$ cat config.mk
export PLATFORM = sky130hd
export DESIGN_NAME = heart_rate_controller
export DESIGN_NICKNAME = d
export VERILOG_FILES = /design/src/rtl/hr_pkg.sv /design/src/rtl/sample_tick_gen.sv /design/src/rtl/heart_rate_controller.sv
export SDC_FILE = /design/constraint.sdc
export NUM_CORES = 1
export LEC_CHECK = 0
export CORE_MARGIN = 1.5
export CORE_UTILIZATION = 30
export CTS_CLUSTER_DIAMETER = 150
export CTS_CLUSTER_SIZE = 40
export DETAILED_ROUTE_END_ITERATION = 6
export GPL_ROUTABILITY_DRIVEN = 0
export REMOVE_ABC_BUFFERS = 1
export SKIP_LAST_GASP = 1
export SYNTH_ARGS = -nofsm -noshare
export SYNTH_HDL_FRONTEND = slang
export SYNTH_SLANG_ARGS = --single-unit
$ cat constraint.sdc
create_clock -name clk -period 3 [get_ports clk]
set_input_delay 0.6 -clock clk [delete_from_list [all_inputs] [get_ports clk]]
set_output_delay 0.6 -clock clk [all_outputs]
set_load 0.005 [all_outputs]
$ cat src/rtl/hr_pkg.sv
`default_nettype none
// ============================================================================
// Package     : hr_pkg
// Description : Shared state encoding, widths and BPM scaling for the
//               heart-rate controller.
// Revision    : 1.0 - initial release
// ============================================================================
package hr_pkg;

    localparam int c_BEAT_W   = 6;
    localparam int c_BPM_W    = 8;
    localparam int c_BEAT_MAX = (1 << c_BEAT_W) - 1;
    localparam int c_BPM_MAX  = (1 << c_BPM_W) - 1;

    typedef enum logic [1:0] {
        ST_IDLE    = 2'd0,
        ST_SETTLE  = 2'd1,
        ST_MEASURE = 2'd2,
        ST_REPORT  = 2'd3
    } hr_state_t;

    // Product is formed at 32 bits so the clamp sees the true value.
    function automatic logic [c_BPM_W-1:0] bpm_from_beats(
        input logic [c_BEAT_W-1:0] beat_cnt,
        input int                  mult
    );
        logic [31:0] prod;
        prod = 32'(beat_cnt) * 32'(mult);
        if (prod > 32'(c_BPM_MAX)) begin
            return c_BPM_W'(c_BPM_MAX);
        end
        return prod[c_BPM_W-1:0];
    endfunction

endpackage
`default_nettype wire

$ cat src/rtl/sample_tick_gen.sv
`default_nettype none
// ============================================================================
// Module      : sample_tick_gen
// Description : Free-running sample-rate divider with registered tick pulse.
// Revision    : 1.0 - initial release
// ============================================================================
module sample_tick_gen #(
    parameter int DIV = 50000
) (
    input  logic clk,
    input  logic reset,
    input  logic clear,
    output logic tick
);

    localparam int c_CNT_W = (DIV > 1) ? $clog2(DIV) : 1;
    localparam logic [c_CNT_W-1:0] c_LAST = c_CNT_W'(DIV - 1);

    logic [c_CNT_W-1:0] r_cnt;
    logic               r_tick;

    always_ff @(posedge clk) begin
        if (reset || clear) begin
            r_cnt  <= '0;
            r_tick <= 1'b0;
        end else if (r_cnt == c_LAST) begin
            r_cnt  <= '0;
            r_tick <= 1'b1;
        end else begin
            r_cnt  <= r_cnt + 1'b1;
            r_tick <= 1'b0;
        end
    end

    assign tick = r_tick;

endmodule
`default_nettype wire

$ cat src/rtl/heart_rate_controller.sv
`default_nettype none
// ============================================================================
// Module      : heart_rate_controller
// Description : Counts refractory-filtered peaks over a sample window and
//               reports beats and BPM through a valid/ready handshake.
// Revision    : 1.0 - initial release
// ============================================================================
module heart_rate_controller
    import hr_pkg::*;
#(
    parameter int SAMPLE_DIV         = 50000,
    parameter int SETTLE_SAMPLES     = 31,
    parameter int WINDOW_SAMPLES     = 15000,
    parameter int REFRACTORY_SAMPLES = 300,
    parameter int BPM_MULT           = 4
) (
    input  logic                clk,
    input  logic                reset,
    input  logic                start,
    input  logic                stop,
    input  logic                continuous,
    input  logic                peak,
    input  logic                result_ready,
    output logic                sample_en,
    output logic                busy,
    output logic                result_valid,
    output logic [c_BPM_W-1:0]  bpm,
    output logic [c_BEAT_W-1:0] beats
);

    localparam int c_SAMP_MAX = (SETTLE_SAMPLES > WINDOW_SAMPLES) ? SETTLE_SAMPLES : WINDOW_SAMPLES;
    localparam int c_SAMP_W   = (c_SAMP_MAX > 0) ? $clog2(c_SAMP_MAX + 1) : 1;
    localparam int c_REFR_W   = (REFRACTORY_SAMPLES > 0) ? $clog2(REFRACTORY_SAMPLES + 1) : 1;

    hr_state_t             r_state;
    hr_state_t             w_state_next;
    logic                  w_tick;
    logic                  w_clear;
    logic [c_SAMP_W-1:0]   r_samp_cnt;
    logic [c_BEAT_W-1:0]   r_beat_cnt;
    logic [c_REFR_W-1:0]   r_refr;
    logic [c_BPM_W-1:0]    r_bpm;
    logic [c_BEAT_W-1:0]   r_beats;
    logic                  r_valid;
    logic                  r_busy;
    logic                  w_settle_done;
    logic                  w_window_done;
    logic                  w_accept;
    logic [c_BEAT_W-1:0]   w_beat_next;

    // Divider is held in REPORT too, so no sample_en fires while a result waits
    // and a continuous restart sees a full first sample period.
    assign w_clear = (r_state == ST_IDLE) || (r_state == ST_REPORT);

    sample_tick_gen #(
        .DIV (SAMPLE_DIV)
    ) u_tick (
        .clk   (clk),
        .reset (reset),
        .clear (w_clear),
        .tick  (w_tick)
    );

    assign w_settle_done = (SETTLE_SAMPLES == 0) ||
                           (w_tick && (r_samp_cnt == c_SAMP_W'(SETTLE_SAMPLES - 1)));
    assign w_window_done = w_tick && (r_samp_cnt == c_SAMP_W'(WINDOW_SAMPLES - 1));
    assign w_accept      = (r_state == ST_MEASURE) && peak && !stop && (r_refr == '0);
    assign w_beat_next   = !w_accept ? r_beat_cnt :
                           (r_beat_cnt == c_BEAT_W'(c_BEAT_MAX)) ? r_beat_cnt :
                           r_beat_cnt + 1'b1;

    always_comb begin
        w_state_next = r_state;
        case (r_state)
            ST_IDLE:    if (start && !stop) w_state_next = ST_SETTLE;
            ST_SETTLE:  if (stop) w_state_next = ST_IDLE;
                        else if (w_settle_done) w_state_next = ST_MEASURE;
            ST_MEASURE: if (stop) w_state_next = ST_IDLE;
                        else if (w_window_done) w_state_next = ST_REPORT;
            ST_REPORT:  if (stop) w_state_next = ST_IDLE;
                        else if (result_ready) w_state_next = continuous ? ST_MEASURE : ST_IDLE;
            default:    w_state_next = ST_IDLE;
        endcase
    end

    always_ff @(posedge clk) begin
        if (reset) begin
            r_state <= ST_IDLE;
            r_busy  <= 1'b0;
        end else begin
            r_state <= w_state_next;
            r_busy  <= (w_state_next != ST_IDLE);
        end
    end

    always_ff @(posedge clk) begin
        if (reset) begin
            r_samp_cnt <= '0;
            r_beat_cnt <= '0;
            r_refr     <= '0;
            r_bpm      <= '0;
            r_beats    <= '0;
            r_valid    <= 1'b0;
        end else begin
            case (r_state)
                ST_IDLE: begin
                    r_samp_cnt <= '0;
                    r_beat_cnt <= '0;
                    r_refr     <= '0;
                end
                ST_SETTLE: begin
                    if (w_settle_done)  r_samp_cnt <= '0;
                    else if (w_tick)    r_samp_cnt <= r_samp_cnt + 1'b1;
                end
                ST_MEASURE: begin
                    if (w_tick) r_samp_cnt <= r_samp_cnt + 1'b1;
                    r_beat_cnt <= w_beat_next;
                    if (w_accept)                    r_refr <= c_REFR_W'(REFRACTORY_SAMPLES);
                    else if (w_tick && r_refr != '0) r_refr <= r_refr - 1'b1;
                    if (w_state_next == ST_REPORT) begin
                        r_beats <= w_beat_next;
                        r_bpm   <= bpm_from_beats(w_beat_next, BPM_MULT);
                        r_valid <= 1'b1;
                    end
                end
                ST_REPORT: begin
                    if (w_state_next != ST_REPORT) begin
                        r_valid    <= 1'b0;
                        r_samp_cnt <= '0;
                        r_beat_cnt <= '0;
                        r_refr     <= '0;
                    end
                end
                default: ;
            endcase
        end
    end

    assign sample_en    = w_tick;
    assign busy         = r_busy;
    assign result_valid = r_valid;
    assign bpm          = r_bpm;
    assign beats        = r_beats;

endmodule
`default_nettype wire
# [After elaboration in Yosys (flattened, before gate mapping)]
# Index checks and enable logic that the tools add are counted.
[classes] add_sub_neg=4 multipliers=0 div=0 magnitude_cmp=1 n_eq_ne=12 shift=0 mux=31 bitwise=0 n_reduce_logical=21
[ops] cell="14-bit case mux with 4 select lines" n=1
[ops] cell="14-bit 2-to-1 mux" n=3
[ops] cell="9-bit 2-to-1 mux" n=3
[ops] cell="9-bit case mux with 3 select lines" n=1
[ops] cell="6-bit 2-to-1 mux" n=3
[ops] cell="6-bit case mux with 3 select lines" n=1
[ops] cell="16-bit by 1-bit adder with 16-bit output, second input constant" n=1
[ops] cell="16-bit == test, second input constant" n=1
[ops] cell="2-bit 2-to-1 mux" n=8
[ops] cell="8-bit 2-to-1 mux" n=2
[ops] cell="14-bit by 1-bit adder with 14-bit output, second input constant" n=1
[ops] cell="14-bit == test, second input constant" n=1
[ops] cell="14-bit by 5-bit == test with 1-bit output, second input constant" n=1
[ops] cell="9-bit zero test" n=1
[ops] cell="9-bit nonzero test" n=1
[ops] cell="9-bit by 1-bit subtractor with 9-bit output, second input constant" n=1
[ops] cell="8-bit greater-than comparator, second input constant" n=1
[ops] cell="2-bit case mux with 4 select lines" n=1
[ops] cell="1-bit logical AND" n=7
[ops] cell="1-bit 2-to-1 mux" n=7
[ops] cell="6-bit by 1-bit adder with 6-bit output, second input constant" n=1
[ops] cell="2-bit == test, second input constant" n=3
[ops] cell="6-bit == test, second input constant" n=1
[ops] cell="3-bit AND reduction" n=2
[ops] cell="other kinds (12)" n=16
[word_totals] reg_bits=64 latch_bits=0 ram_bits=0 rom_bits=0 output_inout_bits=17 word_cells=79 memories=0

# [Logic depth before layout (Yosys ltp)]
[logic_depth] word_depth=11 depth_mapped=11 ltp_nobuf=9

# [Hierarchy]
# A second synthesis with hierarchy kept.
[hier_totals] cells_unflattened=384 area_unflattened_um2=3169.3
[modules_own_cells] mod="heart_rate_controller" instances=1 cells_each=303 area_per_inst_um2=2361.0 seq_area_each_um2=780.7
[modules_own_cells] mod="sample_tick_gen" instances=1 cells_each=81 area_per_inst_um2=808.3 seq_area_each_um2=340.3

# [Least setup slack after synthesis]
# OpenSTA, ideal clock, no wires.
[synth_path] path_type="flip-flop to flip-flop" from="register r_state[0]" to="register r_samp_cnt[0]" setup_time_ns=0.070 arrival_time_ns=2.303 setup_slack_ns=0.626 stages_incl_launch_ff=11 path_buffers=2 synth_period_minus_slack_ns=2.374 path_cell_list="dfxtp_1 > inv_1 > ha_1 > clkbuf_1 > inv_1 > o21a_2 > a311oi_4 > nand3_1 > a21o_1 > clkbuf_1 > a21oi_1"
[synth_between] elab_chain_cells=5
[synth_rtl] element="start: declaration" line="heart_rate_controller.sv:35" text="hr_state_t r_state;"
[synth_rtl] element="start signal: assignment" line="heart_rate_controller.sv:91" text="r_state <= w_state_next;"
[synth_rtl] element="2-bit 2-to-1 mux, on equally long branches" line="heart_rate_controller.sv:81, heart_rate_controller.sv:77, heart_rate_controller.sv:79"
[synth_rtl] element="2-bit 2-to-1 mux, on equally long branches" line="heart_rate_controller.sv:80, heart_rate_controller.sv:76, heart_rate_controller.sv:78"
[synth_rtl] element="2-bit case mux with 4 select lines" line="heart_rate_controller.sv:74" text="case (r_state)"
[synth_rtl] element="2-bit != test" line="heart_rate_controller.sv:127" text="if (w_state_next != ST_REPORT) begin"
[synth_rtl] element="2-bit by 1-bit != test with 1-bit output (no source line)"
[synth_rtl] element="end signal: assignment" line="heart_rate_controller.sv:113" text="else if (w_tick) r_samp_cnt <= r_samp_cnt + 1'b1;"
[synth_rtl] element="end signal: assignment" line="heart_rate_controller.sv:116" text="if (w_tick) r_samp_cnt <= r_samp_cnt + 1'b1;"
[synth_rtl] element="end: declaration" line="heart_rate_controller.sv:39" text="logic [c_SAMP_W-1:0] r_samp_cnt;"
# Parallel ways exist; a longest one is shown, timed or not.
# A chain may end at the register's enable or synchronous reset.

# [Final worst setup path]
[layout_path] from="register r_state[1]" to="register r_samp_cnt[6]"
# The elaborated chain is that of the path after synthesis.

==> reports/metrics.csv <==
metric,value,unit
p_int,1.01,mW
num_rows,36,
async_flop_share,0,%
yosys.area.top_type,dfxtp_1,
grt_setup_unrepaired,false,
ff_latch_area,1120,um^2
vias,2721,
cts_buffers,5,
cp_num_buf_inv,1,
pwr-share-comb,2.8,%
p_sw_share,21.7,%
yosysMostFrequentCell,dfxtp_1,
ant_nets,0,
ys_ff_latch,56,
synth_area_leaders,"dfxtp_1 37%, a21oi_1 5.9%, nor2_1 4.4%",
ios,24,
clk_latency,310,ps
dr.pass1.iters,4,
postCtsHoldBufs,0,
grt_pass1_wl,11800,um
initial_core_util,31.0,%
critPathArrivalTime,2930,ps
design.die.area,10800,um^2
slew_headroom,52.9,%
setup_tns,0,ps
critical_path_class,flip-flop to flip-flop,
fin_util,35.6,%
start_kind,flip-flop,
clock.fmax,373,MHz
post-cts-setup-buffers,0,
hp-class,flip-flop to flip-flop,
worst-slew-pin-transition,700,ps
skew,5.29,ps
hold_depth,1,
yosysWarnings,0,
power_frac_seq,57.5,%
dp_cells,518,
grt.total_usage,13.1,%
cts-root-buf,clkbuf_8,
antenna_found_initial,1,
final-setup-viol-count,0,
layout-drive-gt1-share,8.14,%
io_buffers,21,
critPathTopFamily,compound AO/OA/AOI/OAI gates,
critPathSlowestCell,dfxtp_1,
grt_max_degree,31,
clkPwrFrac,39.7,%
fp.dieH,104,um
maxCapViolCount,0,
dp_hpwl,4900,um
nNetsFinal,408,
crit_path_end_kind,flip-flop,
fin_cells,526,
htree_levels,2,
cts_resized,0,
overflow,0,
synth_cell_types,52,
fin_crit_sh,89.3,%
critPathMaxStageDelay,450,ps
finalHoldViolations,0,
yosys_most_used_dff,dfxtp_1,
antenna_cells,0,
viasPerCell,5.17,
ff2ff_path_depth,9,
leakage,1.16,nW
cts_sinks,56,
power_density,370,nW/um^2
grt_pass1_vias,2479,
ir_worst_vdd,0.203,mV
synth.avg_cell_area,8.12,um^2
crit_top_cell,a21oi_1,
route.detailed.drc,0,
clkTransAtPathRegs,100,ps
synth_edf_count,0,
p_sw,0.281,mW
dieWidth,104,um
ys_top_cells_by_count,"56 x dfxtp_1, 36 x a21oi_1, 36 x nor2_1",
drt-initial-drc-count,205,
routedWlPerCell,13.2,um
cp.depth,9,
synth_area,3050,um^2
synth_cells,375,
ys_seq_area_share,36.8,%
syn_to_final_growth,14.6,%
status,"complete, no violations",
post-route-min-period,2680,ps
wl,6930,um
synthDominantCellAreaShare,36.8,%
worstPathMaxFanout,9,
cts_tree,yes,
nFillCells,1071,
coreArea,9820,um^2
critPathRequiredTime,3250,ps
crit_path_cell_trace,ha_1 > nand4_1 > nor4_1 > a21oi_1 > a311oi_4 > nand3_1 > a21o_1 > buf_4 > a21oi_1,
multi_input_area,1740,um^2
rrSetupSlack,320,ps
drv_slew,0,
clock_path_buffers,2,
[path summary, 6_finish.rpt]
check,startpoint,end
min,u_tick.r_cnt[0]$_SDFF_PP0_,u_tick.r_cnt[0]$_SDFF_PP0_
max,r_state[1]$_SDFF_PP0_,r_samp_cnt[6]$_SDFFE_PP0P_
max reg2reg,r_state[1]$_SDFF_PP0_,r_samp_cnt[6]$_SDFFE_PP0P_
min reg2reg,u_tick.r_cnt[0]$_SDFF_PP0_,u_tick.r_cnt[0]$_SDFF_PP0_
[cells by family after synthesis]
kind of cell / synth area share (%)
AND/OR/NAND/NOR: 27.1
AO/OA/AOI/OAI: 18.9
flip-flops: 36.8
buffers and inverters: 6.32
XOR/XNOR: 4.31
adder cells (fa/ha/maj): 3.70
multiplexers: 2.71
other: 0.123
[power by group through the flow]
stage / Clock, mW / Combinational (mW) / Sequential (mW)
floorplan: 0 / 0.0149 / 0.760
global placement: 0 / 0.0361 / 0.760
detailed placement: 0 / 0.0365 / 0.760
CTS: 0.526 / 0.0368 / 0.743
global route: 0.557 / 0.0396 / 0.744
finish: 0.513 / 0.0364 / 0.743
[metal layers]
metal  up-vias  wire [um]  track usage [%]
met5         -          0                0
met4         0         57             3.47
met3         7        395             2.52
met2        62       3060             19.6
met1      1279       3420             19.1
li1       1373          -                -
[final cells by class]
| cell class | count | share of cell area, % |
|---|---|---|
| Clock buffer | 6 | 2.08 |
| Sequential cell | 56 | 32.1 |
| Timing Repair Buffer | 32 | 8.38 |
| Multi-Input combinational cell | 280 | 49.7 |
| Tap cell | 133 | 4.77 |
| Clock inverter | 2 | 1.11 |
| Inverter | 17 | 1.83 |
[placed cells by master (no fill, tap or decap), types with 6 or more instances in the layout]
cell | netlist | layout
nor3_1 | 9 | 9
nand2_1 | 27 | 27
dfxtp_1 | 56 | 56
ha_1 | 9 | 9
a21oi_1 | 36 | 36
nand4_1 | 9 | 9
or4_1 | 8 | 8
nor2_1 | 36 | 36
inv_1 | 17 | 17
nand2b_1 | 7 | 7
mux2i_1 | 6 | 6
xor2_1 | 7 | 7
o21ai_0 | 17 | 17
or3_1 | 9 | 9
xnor2_1 | 8 | 8
o31ai_1 | 10 | 10
nand3_1 | 24 | 24
buf_4 | 8 | 11
clkdlybuf4s50_1 | 0 | 21
[registers in the layout (all words and copies together), names as in the netlist]
register,flops
u_tick.r_cnt,16
r_samp_cnt,14
result_valid,1
bpm,6
busy,1
r_refr,9
u_tick.tick,1
r_state,2
r_beat_cnt,6
[per-stage QoR]
step                      hold slack [ps]  power [mW]  setup WS (ps)  instance area, um^2
after floorplan                       418       0.775            112                 2920
after global placement                431       0.797            264                 3380
after detailed placement              441       0.797            172                 3380
after CTS                             457        1.31            296                 3490
after global routing                  479        1.34           47.0                 3490
final                                 451        1.29            320                 3490
(Power assumes the default switching activity.)
